[config.mk]
export PLATFORM = sky130hd
export DESIGN_NAME = jpeg_frame_sequencer
export DESIGN_NICKNAME = d
export VERILOG_FILES = /design/src/rtl/jpeg_frame_sequencer.sv
export SDC_FILE = /design/constraint.sdc
export NUM_CORES = 1
export LEC_CHECK = 0
export CORE_ASPECT_RATIO = 1.5
export CORE_MARGIN = 2
export CORE_UTILIZATION = 31
export CTS_CLUSTER_DIAMETER = 80
export DETAILED_ROUTE_END_ITERATION = 10
export REMOVE_ABC_BUFFERS = 1
export SETUP_SLACK_MARGIN = 0.5
export SLEW_MARGIN = 20
export SYNTH_ARGS = -nofsm -noshare
export SYNTH_HDL_FRONTEND = slang
export SYNTH_SLANG_ARGS = --single-unit
[constraint.sdc]
create_clock -name clk -period 2.26 [get_ports clk]
set_input_delay 0.452 -clock clk [delete_from_list [all_inputs] [get_ports clk]]
set_output_delay 0.452 -clock clk [all_outputs]
set_load 0.005 [all_outputs]
[src/rtl/jpeg_frame_sequencer.sv]
// jpeg_frame_sequencer: admits one frame at a time, requests the JPEG header, forwards pixels with regenerated sideband and waits for the encoder to drain
// Ports:
//   clk, rst_n                      clock, synchronous active-low reset
//   s_axis_*                        RGB pixel input stream (tlast/tuser only checked)
//   m_axis_*                        pixel output to the colour-space converter
//   hdr_req / hdr_ack               header request handshake with the file generator
//   enc_done                        final encoded byte handshake from the encoder
//   err_clr                         clears the sticky error flags
//   frame_busy, frame_count         frame status
//   err_sof, err_eol, err_timeout   sticky framing / drain errors
module jpeg_frame_sequencer #(
   parameter int IMG_WIDTH     = 256,
   parameter int IMG_HEIGHT    = 256,
   parameter int DATA_WIDTH    = 24,
   parameter int DRAIN_TIMEOUT = 65535
) (
   input  logic                  clk,
   input  logic                  rst_n,
   input  logic [DATA_WIDTH-1:0] s_axis_tdata,
   input  logic                  s_axis_tvalid,
   output logic                  s_axis_tready,
   input  logic                  s_axis_tlast,
   input  logic                  s_axis_tuser,
   output logic [DATA_WIDTH-1:0] m_axis_tdata,
   output logic                  m_axis_tvalid,
   input  logic                  m_axis_tready,
   output logic                  m_axis_tlast,
   output logic                  m_axis_tuser,
   output logic                  hdr_req,
   input  logic                  hdr_ack,
   input  logic                  enc_done,
   input  logic                  err_clr,
   output logic                  frame_busy,
   output logic [15:0]           frame_count,
   output logic                  err_sof,
   output logic                  err_eol,
   output logic                  err_timeout
);
   localparam int XW = (IMG_WIDTH > 2) ? $clog2(IMG_WIDTH) : 1;
   localparam int YW = (IMG_HEIGHT > 2) ? $clog2(IMG_HEIGHT) : 1;
   localparam int TW = $clog2(DRAIN_TIMEOUT + 1);
   typedef enum logic [1:0] {IDLE, HEADER, ACTIVE, DRAIN} state_t;
   state_t          state_q, state_d;
   logic [XW-1:0]   x_q, x_d;
   logic [YW-1:0]   y_q, y_d;
   logic [TW-1:0]   t_q, t_d;
   logic [15:0]     fc_q, fc_d;
   logic            hdr_q, sof_q, eol_q, to_q;
   logic            set_sof, set_eol, set_to;
   logic            first_px, last_x, last_y, xfer;
   assign first_px    = (x_q == '0) && (y_q == '0);
   assign last_x      = x_q == XW'(IMG_WIDTH - 1);
   assign last_y      = y_q == YW'(IMG_HEIGHT - 1);
   assign xfer        = s_axis_tvalid && m_axis_tready;
   assign frame_busy  = state_q != IDLE;
   assign frame_count = fc_q;
   assign hdr_req     = hdr_q;
   assign err_sof     = sof_q;
   assign err_eol     = eol_q;
   assign err_timeout = to_q;
   always_comb begin
      state_d       = state_q;
      x_d           = x_q;
      y_d           = y_q;
      t_d           = t_q;
      fc_d          = fc_q;
      set_sof       = 1'b0;
      set_eol       = 1'b0;
      set_to        = 1'b0;
      s_axis_tready = 1'b0;
      m_axis_tvalid = 1'b0;
      m_axis_tuser  = 1'b0;
      m_axis_tlast  = 1'b0;
      m_axis_tdata  = s_axis_tdata;
      case (state_q)
         IDLE: begin
            // the SOF beat is held back until the header has been accepted
            s_axis_tready = rst_n && !s_axis_tuser;
            set_sof       = s_axis_tvalid && !s_axis_tuser;
            state_d       = (s_axis_tvalid && s_axis_tuser) ? HEADER : IDLE;
         end
         HEADER: state_d = hdr_ack ? ACTIVE : HEADER;
         ACTIVE: begin
            s_axis_tready = rst_n && m_axis_tready;
            m_axis_tvalid = rst_n && s_axis_tvalid;
            m_axis_tuser  = rst_n && first_px;
            m_axis_tlast  = rst_n && last_x;
            if (xfer) begin
               set_eol = last_x != s_axis_tlast;
               set_sof = s_axis_tuser && !first_px;
               x_d     = last_x ? '0 : x_q + 1'b1;
               y_d     = last_x ? (last_y ? '0 : y_q + 1'b1) : y_q;
               state_d = (last_x && last_y) ? DRAIN : ACTIVE;
            end
         end
         DRAIN: begin
            // enc_done takes priority over a coincident timeout
            set_to  = !enc_done && (t_q == TW'(DRAIN_TIMEOUT - 1));
            fc_d    = enc_done ? fc_q + 16'd1 : fc_q;
            t_d     = (enc_done || set_to) ? '0 : t_q + 1'b1;
            state_d = (enc_done || set_to) ? IDLE : DRAIN;
         end
      endcase
   end
   always_ff @(posedge clk) begin
      if (!rst_n) begin
         state_q <= IDLE;
         x_q     <= '0;
         y_q     <= '0;
         t_q     <= '0;
         fc_q    <= '0;
         hdr_q   <= 1'b0;
         sof_q   <= 1'b0;
         eol_q   <= 1'b0;
         to_q    <= 1'b0;
      end else begin
         state_q <= state_d;
         x_q     <= x_d;
         y_q     <= y_d;
         t_q     <= t_d;
         fc_q    <= fc_d;
         hdr_q   <= state_d == HEADER;
         sof_q   <= set_sof || (sof_q && !err_clr);
         eol_q   <= set_eol || (eol_q && !err_clr);
         to_q    <= set_to || (to_q && !err_clr);
      end
   end
endmodule

# --- Word-level counts from Yosys, hierarchy flattened ---
# Cells that the tools add are included.
totals:
  output_inout_bits: 49
  inputBits: 33
  word_cells: 69
  regBits: 54
op_classes:
  add_sub_neg: 4
  eq_ne: 8
  reduce_logical: 30
  muxes: 18
ops:
  columns: ["cell", "n"]
  rows:
  - ["$add 16x1->16 const B", 2]
  - ["$add 8x1->8 const B", 2]
  - ["$eq 16x16->1 const B", 1]
  - ["$eq 8x8->1 const B", 2]
  - ["$logic_not 8->1", 2]
  - ["$mux 16", 1]
  - ["$mux 8", 2]
  - ["$logic_and 1x1->1", 15]
  - ["$mux 1", 9]
  - ["$pmux 2 s4", 1]
  - ["$mux 2", 3]
  - ["$eq 2x1->1 const B", 2]
  - ["$eq 2x2->1 const B", 2]
  - ["$logic_not 1->1", 4]
  - ["$logic_or 1x1->1", 4]
  - ["$pmux 1 s2", 2]
  - ["$reduce_and 2->1", 2]
  - ["$reduce_and 3->1", 1]
  - ["$logic_not 2->1", 1]
  - ["$reduce_bool 2->1", 1]
  - ["$ne 1x1->1", 1]

# --- Logic depth before layout (Yosys ltp) ---
# Gate-level depths: netlist (run 1).
depth:
  word_depth: 7
  depth_mapped: 8
  depth_no_buf: 7

# --- Least setup slack after synthesis (run 1) ---
# Ideal clock, no wire load.
synth_timing:
  kind: "register to register"
  startpoint: "register t_q[0]"
  endpoint: "register t_q[7]"
  t_required_ps: 2143
  stages_incl_launch_ff: 8
  path_slack_ps: 600
  setup_ps: 117
  arrival_time_ps: 1543
  path_cell_list: "dfxtp_1 > inv_1 > ha_1 > nand4_1 > nor4_4 > nor4_4 > buf_2 > a22o_1"
synth_via:
  elab_chain_len: 4
  elab_cells_between_ends: 5
synth_rtl:
  columns: ["item", "line_no", "source"]
  rows:
  - ["start, declared", "46", "logic [TW-1:0] t_q, t_d;"]
  - ["start signal, assigned", "120", "t_q <= t_d;"]
  - ["parallel branches: the longest is 3 deep, another holds $add 16x1->16", null, null]
  - ["$mux 16 *", "100", "t_d = (enc_done || set_to) ? '0 : t_q + 1'b1;"]
# Every way passes the cells marked *.
# A chain may end at the register's enable or synchronous reset.

# --- Final worst setup path (run 1) ---
layout_timing:
  startpoint: "register y_q[0]"
  endpoint: "output m_axis_tuser"
layout_via:
  elab_chain_len: 4
layout_rtl:
  columns: ["item", "line_no", "source"]
  rows:
  - ["start, declared", "45", "logic [YW-1:0] y_q, y_d;"]
  - ["start signal, assigned", "119", "y_q <= y_d;"]
  - ["$logic_not 8->1", "51", "assign first_px = (x_q == '0) && (y_q == '0);"]
  - ["$logic_and 1x1->1", "51", null]
  - ["$logic_and 1x1->1", "86", "m_axis_tuser = rst_n && first_px;"]
  - ["$mux 1", "75", "case (state_q)"]
  - ["end, declared", "28", "output logic m_axis_tuser,"]
# Every way passes these cells.

==> results of run 1 <==
[cell families after synthesis]
logic type | Yosys count | share of synthesized area, %
and+or+nand+nor | 155 | 29.2
AOI/OAI and AO/OA | 44 | 9.54
adders and majority gates | 7 | 3.05
buffers and inverters | 46 | 9.59
muxes | 6 | 2.14
xor gates and xnor gates | 29 | 8.85
DFF | 54 | 37.6
[area by class of cell]
cell class                      instances  area (um^2)  share of cell area, %
Clock inverter                          2         38.8                   1.07
Timing Repair Buffer                   57          503                   13.9
Sequential cell                        54         1110                   30.6
Multi-Input combinational cell        241         1660                   45.7
Inverter                               13         51.3                   1.42
Clock buffer                            5          125                   3.45
Tap cell                              112          140                   3.87
[power groups by stage]
stage	combinational [W]	sequential, W	clock, W
floorplan	0.0000415	0.000987	0
global placement	0.000109	0.000984	0
detailed placement	0.000109	0.000984	0
CTS	0.000106	0.000962	0.000896
global route	0.000116	0.000960	0.000933
finish	0.000105	0.000959	0.000871
[worst max-delay path: stages, from the launching register on]
cell	delay [ns]
sky130_fd_sc_hd__dfxtp_4	0.36
sky130_fd_sc_hd__inv_2	0.06
sky130_fd_sc_hd__ha_4	0.11
sky130_fd_sc_hd__nor4b_4	0.20
sky130_fd_sc_hd__nand4_1	0.16
sky130_fd_sc_hd__nor2_1	0.11
sky130_fd_sc_hd__buf_2	0.11
[state kept, by name, indices dropped and copies added, names as in the netlist]
name and count:
frame_count 16, x_q 8, y_q 8, err_eol 1, hdr_req 1, err_sof 1, state_q 2, t_q 16
err_timeout 1
[layer usage]
metal  up-vias  GRT usage, %
li1       1216             -
met1      1153          18.5
met2        64          24.1
met3        10          5.19
met4         0          5.33
met5         -             0
[synth_stat cells, types with 2 or more instances]
master | n | area (um^2)
sky130_fd_sc_hd__ha_1 | 7 | 87.6
sky130_fd_sc_hd__buf_4 | 26 | 195
sky130_fd_sc_hd__xor2_1 | 18 | 158
sky130_fd_sc_hd__buf_1 | 3 | 11.3
sky130_fd_sc_hd__nand3_1 | 20 | 100
sky130_fd_sc_hd__nand2b_1 | 2 | 12.5
sky130_fd_sc_hd__a21oi_1 | 16 | 80.1
sky130_fd_sc_hd__a41oi_1 | 2 | 17.5
sky130_fd_sc_hd__a31oi_1 | 6 | 37.5
sky130_fd_sc_hd__and3_1 | 8 | 50.1
sky130_fd_sc_hd__mux2i_1 | 5 | 50.1
sky130_fd_sc_hd__nor2_1 | 46 | 173
sky130_fd_sc_hd__nor4_1 | 2 | 12.5
sky130_fd_sc_hd__nand2_1 | 32 | 120
sky130_fd_sc_hd__nor3_1 | 7 | 35.0
sky130_fd_sc_hd__nor2_2 | 4 | 25.0
sky130_fd_sc_hd__dfxtp_1 | 54 | 1080
sky130_fd_sc_hd__inv_1 | 12 | 45.0
sky130_fd_sc_hd__nor4b_1 | 2 | 17.5
sky130_fd_sc_hd__o21ai_0 | 9 | 45.0
sky130_fd_sc_hd__nor2b_1 | 2 | 12.5
sky130_fd_sc_hd__buf_2 | 4 | 20.0
sky130_fd_sc_hd__o31ai_1 | 2 | 15.0
sky130_fd_sc_hd__nor3b_1 | 2 | 15.0
sky130_fd_sc_hd__nand4_1 | 7 | 43.8
sky130_fd_sc_hd__and4_1 | 4 | 35.0
sky130_fd_sc_hd__or3_1 | 5 | 31.3
sky130_fd_sc_hd__o2bb2ai_1 | 2 | 17.5
sky130_fd_sc_hd__xnor2_1 | 11 | 96.3
sky130_fd_sc_hd__nor4_4 | 2 | 42.5
[stage by stage]
step | hold WS [ns] | TNS [ns] | cells | area [um^2] | util, %
4_1_cts | 0.472 | 0 | 477 | 3500 | 38.3
6_report | 0.478 | 0 | 484 | 3620 | 39.6
5_1_grt | 0.494 | 0 | 484 | 3620 | 39.6
2_1_floorplan | 0.434 | 0 | 308 | 2650 | -
3_5_place_dp | 0.461 | -0.00864 | 470 | 3260 | 35.6
3_3_place_gp | 0.451 | -0.0128 | 470 | 3260 | 35.6
[worst paths after layout]
check	start	end	slack, ns	cells past startpoint
worst max register to register	t_q[0]$_SDFFE_PN0N_	t_q[7]$_SDFFE_PN0N_	0.52	9
worst min-delay path	x_q[1]$_SDFFE_PN0P_	x_q[1]$_SDFFE_PN0P_	0.48	2
worst min register to register	x_q[1]$_SDFFE_PN0P_	x_q[1]$_SDFFE_PN0P_	0.48	2
worst max-delay path	y_q[0]$_SDFFE_PN0P_	m_axis_tuser	0.40	6
[repair_timing]
item                                    CTS  global route
endpoints found under the setup margin   26            26
setup buffers                             0             7
gates resized for setup                  51            24
pin swaps                                 8             8
endpoints found under the hold margin     0             0
==> results.txt, run 1 <==
----------------------------------------------------
[Run status]
  Result of the run ... finished, final reports clean

[Clock network]
  Clk Latency, worst-skew pair ... 0.29 ns
  TritonCTS clock tree ... yes
  Buffer type at the clock tree root ... sky130_fd_sc_hd__clkbuf_16
  Clock-pin slew of the registers on the worst-case setup and hold paths ... 0.07 ns
  Post-cts hold buffer count ... 0
  Clock buffer count from CTS ... 5
  Number of clock sinks ... 54
  Total number of H-tree levels ... 2
  Buffers from clock root to sink, at most ... 2

[Die]
  Chip Width ... 82.6 um
  Initial cell density of the core ... 31.4%
  Ports placed on the boundary ... 82
  Std cell rows ... 43
  DIE AREA ... 10100 um^2
  Floorplan die height ... 122 um
  Floorplan Core Area ... 9150 um^2

[Setup path]
  Worst-path maximum fanout ... 4
  Startpoint type of the worst setup path ... register
  Data required time at the worst endpoint ... 1.81 ns
  Critical path data arrival time ... 1.40 ns
  Classification of the worst setup path ... register to primary output
  CP endpoint kind ... primary output

[Placed design]
  Number of I/O port buffers ... 33
  Sum of net half-perimeters after detailed placement ... 5.23 mm
  Pre-CTS worst setup slack ... -0.00864 ns
  Weighted congestion at the end of routability-driven global placement ... 0.795

[STA]
  Upper clock frequency limit ... 539 MHz
  Setup-failing EPs final ... 0
  Crit path setup slack, layout ... 0.405 ns
  Transition at the pin with the smallest max-transition slack ... 0.351 ns
  Number of pins with negative max-slew slack in the final report ... 0
  Final period demand of the worst path ... 1.86 ns
  Count of endpoints failing hold in the final timing report ... 0
  RSZ-0062 raised after global routing ... yes
  Headroom to the max-slew limit ... 76.4%
  Clk_skew ... 0.00904 ns
  Share of the clock period used by the worst path after layout ... 82.1%

[Route]
  Total length of routed met2 wires ... 3.42 mm
  Routed Antenna Nets ... 0
  Number of design rule violations left after detail routing ... 0
  Ratio of routed vias to standard cells ... 5.05
  Via count of the routed design ... 2443
  Wire per inst ... 14.6 um
  Met3 routed WL ... 447 um
  Top Layer Used ... met4
  Post-route met1 wirelength ... 3.06 mm
  Post-Route WL ... 7.07 mm
  Total iterations of the first detailed-routing run ... 4
  Initial DRC count ... 114

[Synth]
  Sequential element share of the synthesized area ... 37.6%
  Unique masters post-synth ... 49
  Syn avg cell area ... 8.42 um^2
  Warning count from the yosys run ... 0
  Number of enable-type register cells in the synthesized netlist ... 0
  Post-synthesis cell area ... 2870 um^2
  Async S/R FF share, synth ... 0%
  Primary FF master, synth ... sky130_fd_sc_hd__dfxtp_1
  Gate Count Post-Synth ... 341
  Flip-flop and latch count after synthesis ... 54

[GRT]
  Total Routing Usage GR ... 15.0%
  Largest net degree at the start of global routing ... 28
  Antenna violations before repair ... 0
  Via count of the first global-routing pass ... 2388
  GRT Residual Overflow ... 0
  Wire length of the first global-routing pass ... 11.7 mm

[Power]
  Cell Int Power ... 0.00152 W
  Switching power ... 0.000413 W
  Share of power burned in registers ... 49.5%
  Final Total Pwr ... 0.00194 W
  IR drop worst, VDD ... 0.499 mV
  Clock network fraction of design power ... 45.0%
  Sw frac ... 21.3%
  Part of the total power dissipated in combinational logic ... 5.4%
  Pwr dens ... 535 nW/um^2
  Leakage power figure ... 1.35 nW

[Worst hold path]
  Path category of the worst min-delay check ... register to register

[Layout]
  Commonest non-fill, non-tap cell in the layout ... sky130_fd_sc_hd__nor2_1
  Filler Cells Inserted ... 958
  Most frequent cells in the layout ... sky130_fd_sc_hd__nor2_1 (44), sky130_fd_sc_hd__dfxtp_1 (39), sky130_fd_sc_hd__nand2_1 (31)
  Total number of nets in the final design ... 412
  Number of diodes added for antenna fixing ... 0
  Area Overhead vs Synth ... 26.1%
  Share of final-layout standard cells stronger than drive strength 1 ... 23.7%

[Flow run]
  Maxcap violations ... 0

----------------------------------------------------
(Power assumes the default switching activity.)
==> run 2, diff against run 1 <==
- clock period: 2.26 -> 1.7 ns (I/O delays scaled with it)
==> results.txt, run 2 (synthesized netlist as in run 1, its figures left out) <==
----------------------------------------------------
[Run status]
  Result of the run ... finished with violations (was finished, final reports clean)
  Violations in the final reports ... setup timing

[STA]
  Setup-failing EPs final ... 1 (was 0)
  Count of endpoints failing hold in the final timing report ... 0 (unchanged)
  RSZ-0062 raised after global routing ... yes (unchanged)
  Upper clock frequency limit ... 556 MHz
  Headroom to the max-slew limit ... 76.5% (was 76.4%)
  Share of the clock period used by the worst path after layout ... 106%
  Final period demand of the worst path ... 1.80 ns
  Crit path setup slack, layout ... -0.0981 ns (was 0.405 ns)
  Clk_skew ... 0.00621 ns (was 0.00904 ns)
  Number of pins with negative max-slew slack in the final report ... 0 (unchanged)
  Worst-case hold slack ... 0.469 ns (was 0.478 ns)
  Transition at the pin with the smallest max-transition slack ... 0.350 ns (was 0.351 ns)

[Route]
  Initial DRC count ... 151 (was 114)
  Post-Route WL ... 9.46 mm (was 7.07 mm)
  Number of design rule violations left after detail routing ... 0 (unchanged)
  Routed Antenna Nets ... 0 (unchanged)
  Wire per inst ... 16.4 um (was 14.6 um)
  Total iterations of the first detailed-routing run ... 4 (unchanged)
  Ratio of routed vias to standard cells ... 5.01 (was 5.05)
  Via count of the routed design ... 2895 (was 2443)

[Clock network]
  Clock-pin slew of the registers on the worst-case setup and hold paths ... 0.07 ns (about the same)
  Clock buffer count from CTS ... 5 (unchanged)
  Buffer type at the clock tree root ... sky130_fd_sc_hd__clkbuf_16 (unchanged)
  Number of clock sinks ... 54 (unchanged)
  Total number of H-tree levels ... 2 (unchanged)
  Clk Latency, worst-skew pair ... 0.30 ns (was 0.29 ns)
  TritonCTS clock tree ... yes (unchanged)
  Buffers from clock root to sink, at most ... 2 (unchanged)
  Post-cts hold buffer count ... 0 (unchanged)

[Setup path]
  Critical path data arrival time ... 1.46 ns (was 1.40 ns)
  Data required time at the worst endpoint ... 1.36 ns (was 1.81 ns)
  Worst path cell trace ... inv_2, ha_4, nor4b_4, buf_4, nand4_1, nor2_1, buf_2 (was inv_2, ha_4, nor4b_4, nand4_1, nor2_1, buf_2)
  Classification of the worst setup path ... register to primary output (unchanged)
  Maximum single-stage delay on the critical path ... 0.33 ns (was 0.36 ns)
  Critical-path cell with the highest stage delay ... sky130_fd_sc_hd__dfxtp_2 (was sky130_fd_sc_hd__dfxtp_4)
  Startpoint type of the worst setup path ... register (unchanged)
  CP endpoint kind ... primary output (unchanged)
  Worst-path maximum fanout ... 2 (was 4)

[Layout]
  Total number of nets in the final design ... 505 (was 412)
  Area Overhead vs Synth ... 73.8% (was 26.1%)
  Number of diodes added for antenna fixing ... 0 (unchanged)
  Most frequent cells in the layout ... sky130_fd_sc_hd__buf_4 (67), sky130_fd_sc_hd__buf_6 (56), sky130_fd_sc_hd__nor2_1 (35) (was sky130_fd_sc_hd__nor2_1 (44), sky130_fd_sc_hd__dfxtp_1 (39), sky130_fd_sc_hd__nand2_1 (31))
  Commonest non-fill, non-tap cell in the layout ... sky130_fd_sc_hd__buf_4 (was sky130_fd_sc_hd__nor2_1)
  Share of final-layout standard cells stronger than drive strength 1 ... 61.2% (was 23.7%)

[GRT]
  GRT Residual Overflow ... 0 (unchanged)
  Antenna violations before repair ... 0 (unchanged)
  Wire length of the first global-routing pass ... 14.0 mm (was 11.7 mm)
  Via count of the first global-routing pass ... 2966 (was 2388)
  Largest net degree at the start of global routing ... 27 (was 28)
  Total Routing Usage GR ... 18.3% (was 15.0%)

[Placed design]
  Sum of net half-perimeters after detailed placement ... 5.62 mm (was 5.23 mm)
  Number of I/O port buffers ... 33 (unchanged)
  Weighted congestion at the end of routability-driven global placement ... 0.793 (was 0.795)

[Die]
  Ports placed on the boundary ... 82 (unchanged)
  Std cell rows ... 43 (unchanged)
  Chip Width ... 82.6 um (unchanged)
  Floorplan Core Area ... 9150 um^2 (unchanged)
  Initial cell density of the core ... 31.4% (unchanged)
  DIE AREA ... 10100 um^2 (unchanged)
  Floorplan die height ... 122 um (unchanged)

[Power]
  Final Total Pwr ... 0.00287 W (was 0.00194 W)
  IR drop worst, VDD ... 0.440 mV (was 0.499 mV)
  Leakage power figure ... 2.04 nW (was 1.35 nW)
  Pwr dens ... 574 nW/um^2 (was 535 nW/um^2)

[Worst hold path]
  Path category of the worst min-delay check ... register to register (unchanged)

[Flow run]
  Maxcap violations ... 0 (unchanged)

----------------------------------------------------
[run 2: changes by cell type in the layout (fill, tap and decap cells not counted), sizes merged]
cell	before	now
clkinv	1	0
clkdlybuf4s50	23	3
clkdlybuf4s15	0	5
bufinv	1	2
buf	27	130
clkbuf	7	13
[run 2: worst max-delay path, delay by kind of cell (launching register included)]
| family | cells | cell delay [ns] |
|---|---|---|
| adders and majority gates | 1 | 0.12 |
| buffers and inverters | 3 | 0.32 |
| DFF | 1 | 0.33 |
| and+or+nand+nor | 3 | 0.39 |
[run 2: area by class of cell]
type | instances | area [um^2]
fillers | 771 | 4160
multi-input cells | 241 | 2090
repair buffers | 150 | 1360
flip-flops and latches | 54 | 1150
well taps | 112 | 140
clock buffers | 6 | 139
clock inverters | 2 | 60.1
inverters | 13 | 48.8
[run 2: report_power, final]
group	leakage [nW]	switching [W]	internal, W	total (W)
combinational	1.49	0.000110	0.000113	0.000222
clock	0.0971	0.000487	0.000885	0.00137
sequential	0.457	0.00000810	0.00126	0.00127
[run 2: what timing repair did]
action                                  4_1_cts  5_1_grt
cloned                                        1        0
gates resized for setup                     256       65
endpoints found under the setup margin       79       73
pin swaps                                    57       32
setup buffers                                41       14
[run 2: metrics by stage]
stage,instances,setup TNS [ns],cell area (um^2),worst slack (ns),util [%]
final,578,-0.0981,4990,-0.0981,54.6
after global routing,578,-0.367,4990,-0.214,54.6
after CTS,564,-0.107,4660,-0.107,50.9
after detailed placement,514,-7.66,3570,-0.317,39.1
after global placement,514,-6.99,3570,-0.305,39.1
after floorplan,308,-0.0933,2650,-0.0378,-
[run 2: worst paths after layout]
check / to / slack [ns] / depth (start not counted) / from
min reg2reg: t_q[8]$_SDFFE_PN0N_ / 0.47 / 1 / t_q[8]$_SDFFE_PN0N_
min: t_q[8]$_SDFFE_PN0N_ / 0.47 / 1 / t_q[8]$_SDFFE_PN0N_
max reg2reg: t_q[11]$_SDFFE_PN0N_ / 0.02 / 9 / t_q[0]$_SDFFE_PN0N_
max: m_axis_tuser / -0.1 / 7 / y_q[1]$_SDFFE_PN0P_
[run 2: routing by layer]
layer  GRT usage (%)  wire length [um]  part of all wire, %  vias up
li1                -                 -                    -     1400
met1            20.5              3620                   38     1411
met2            31.9              5130                   54       66
met3            5.26               434                  4.6       18
met4            7.48               274                  2.9        0
met5               0                 0                    0        -
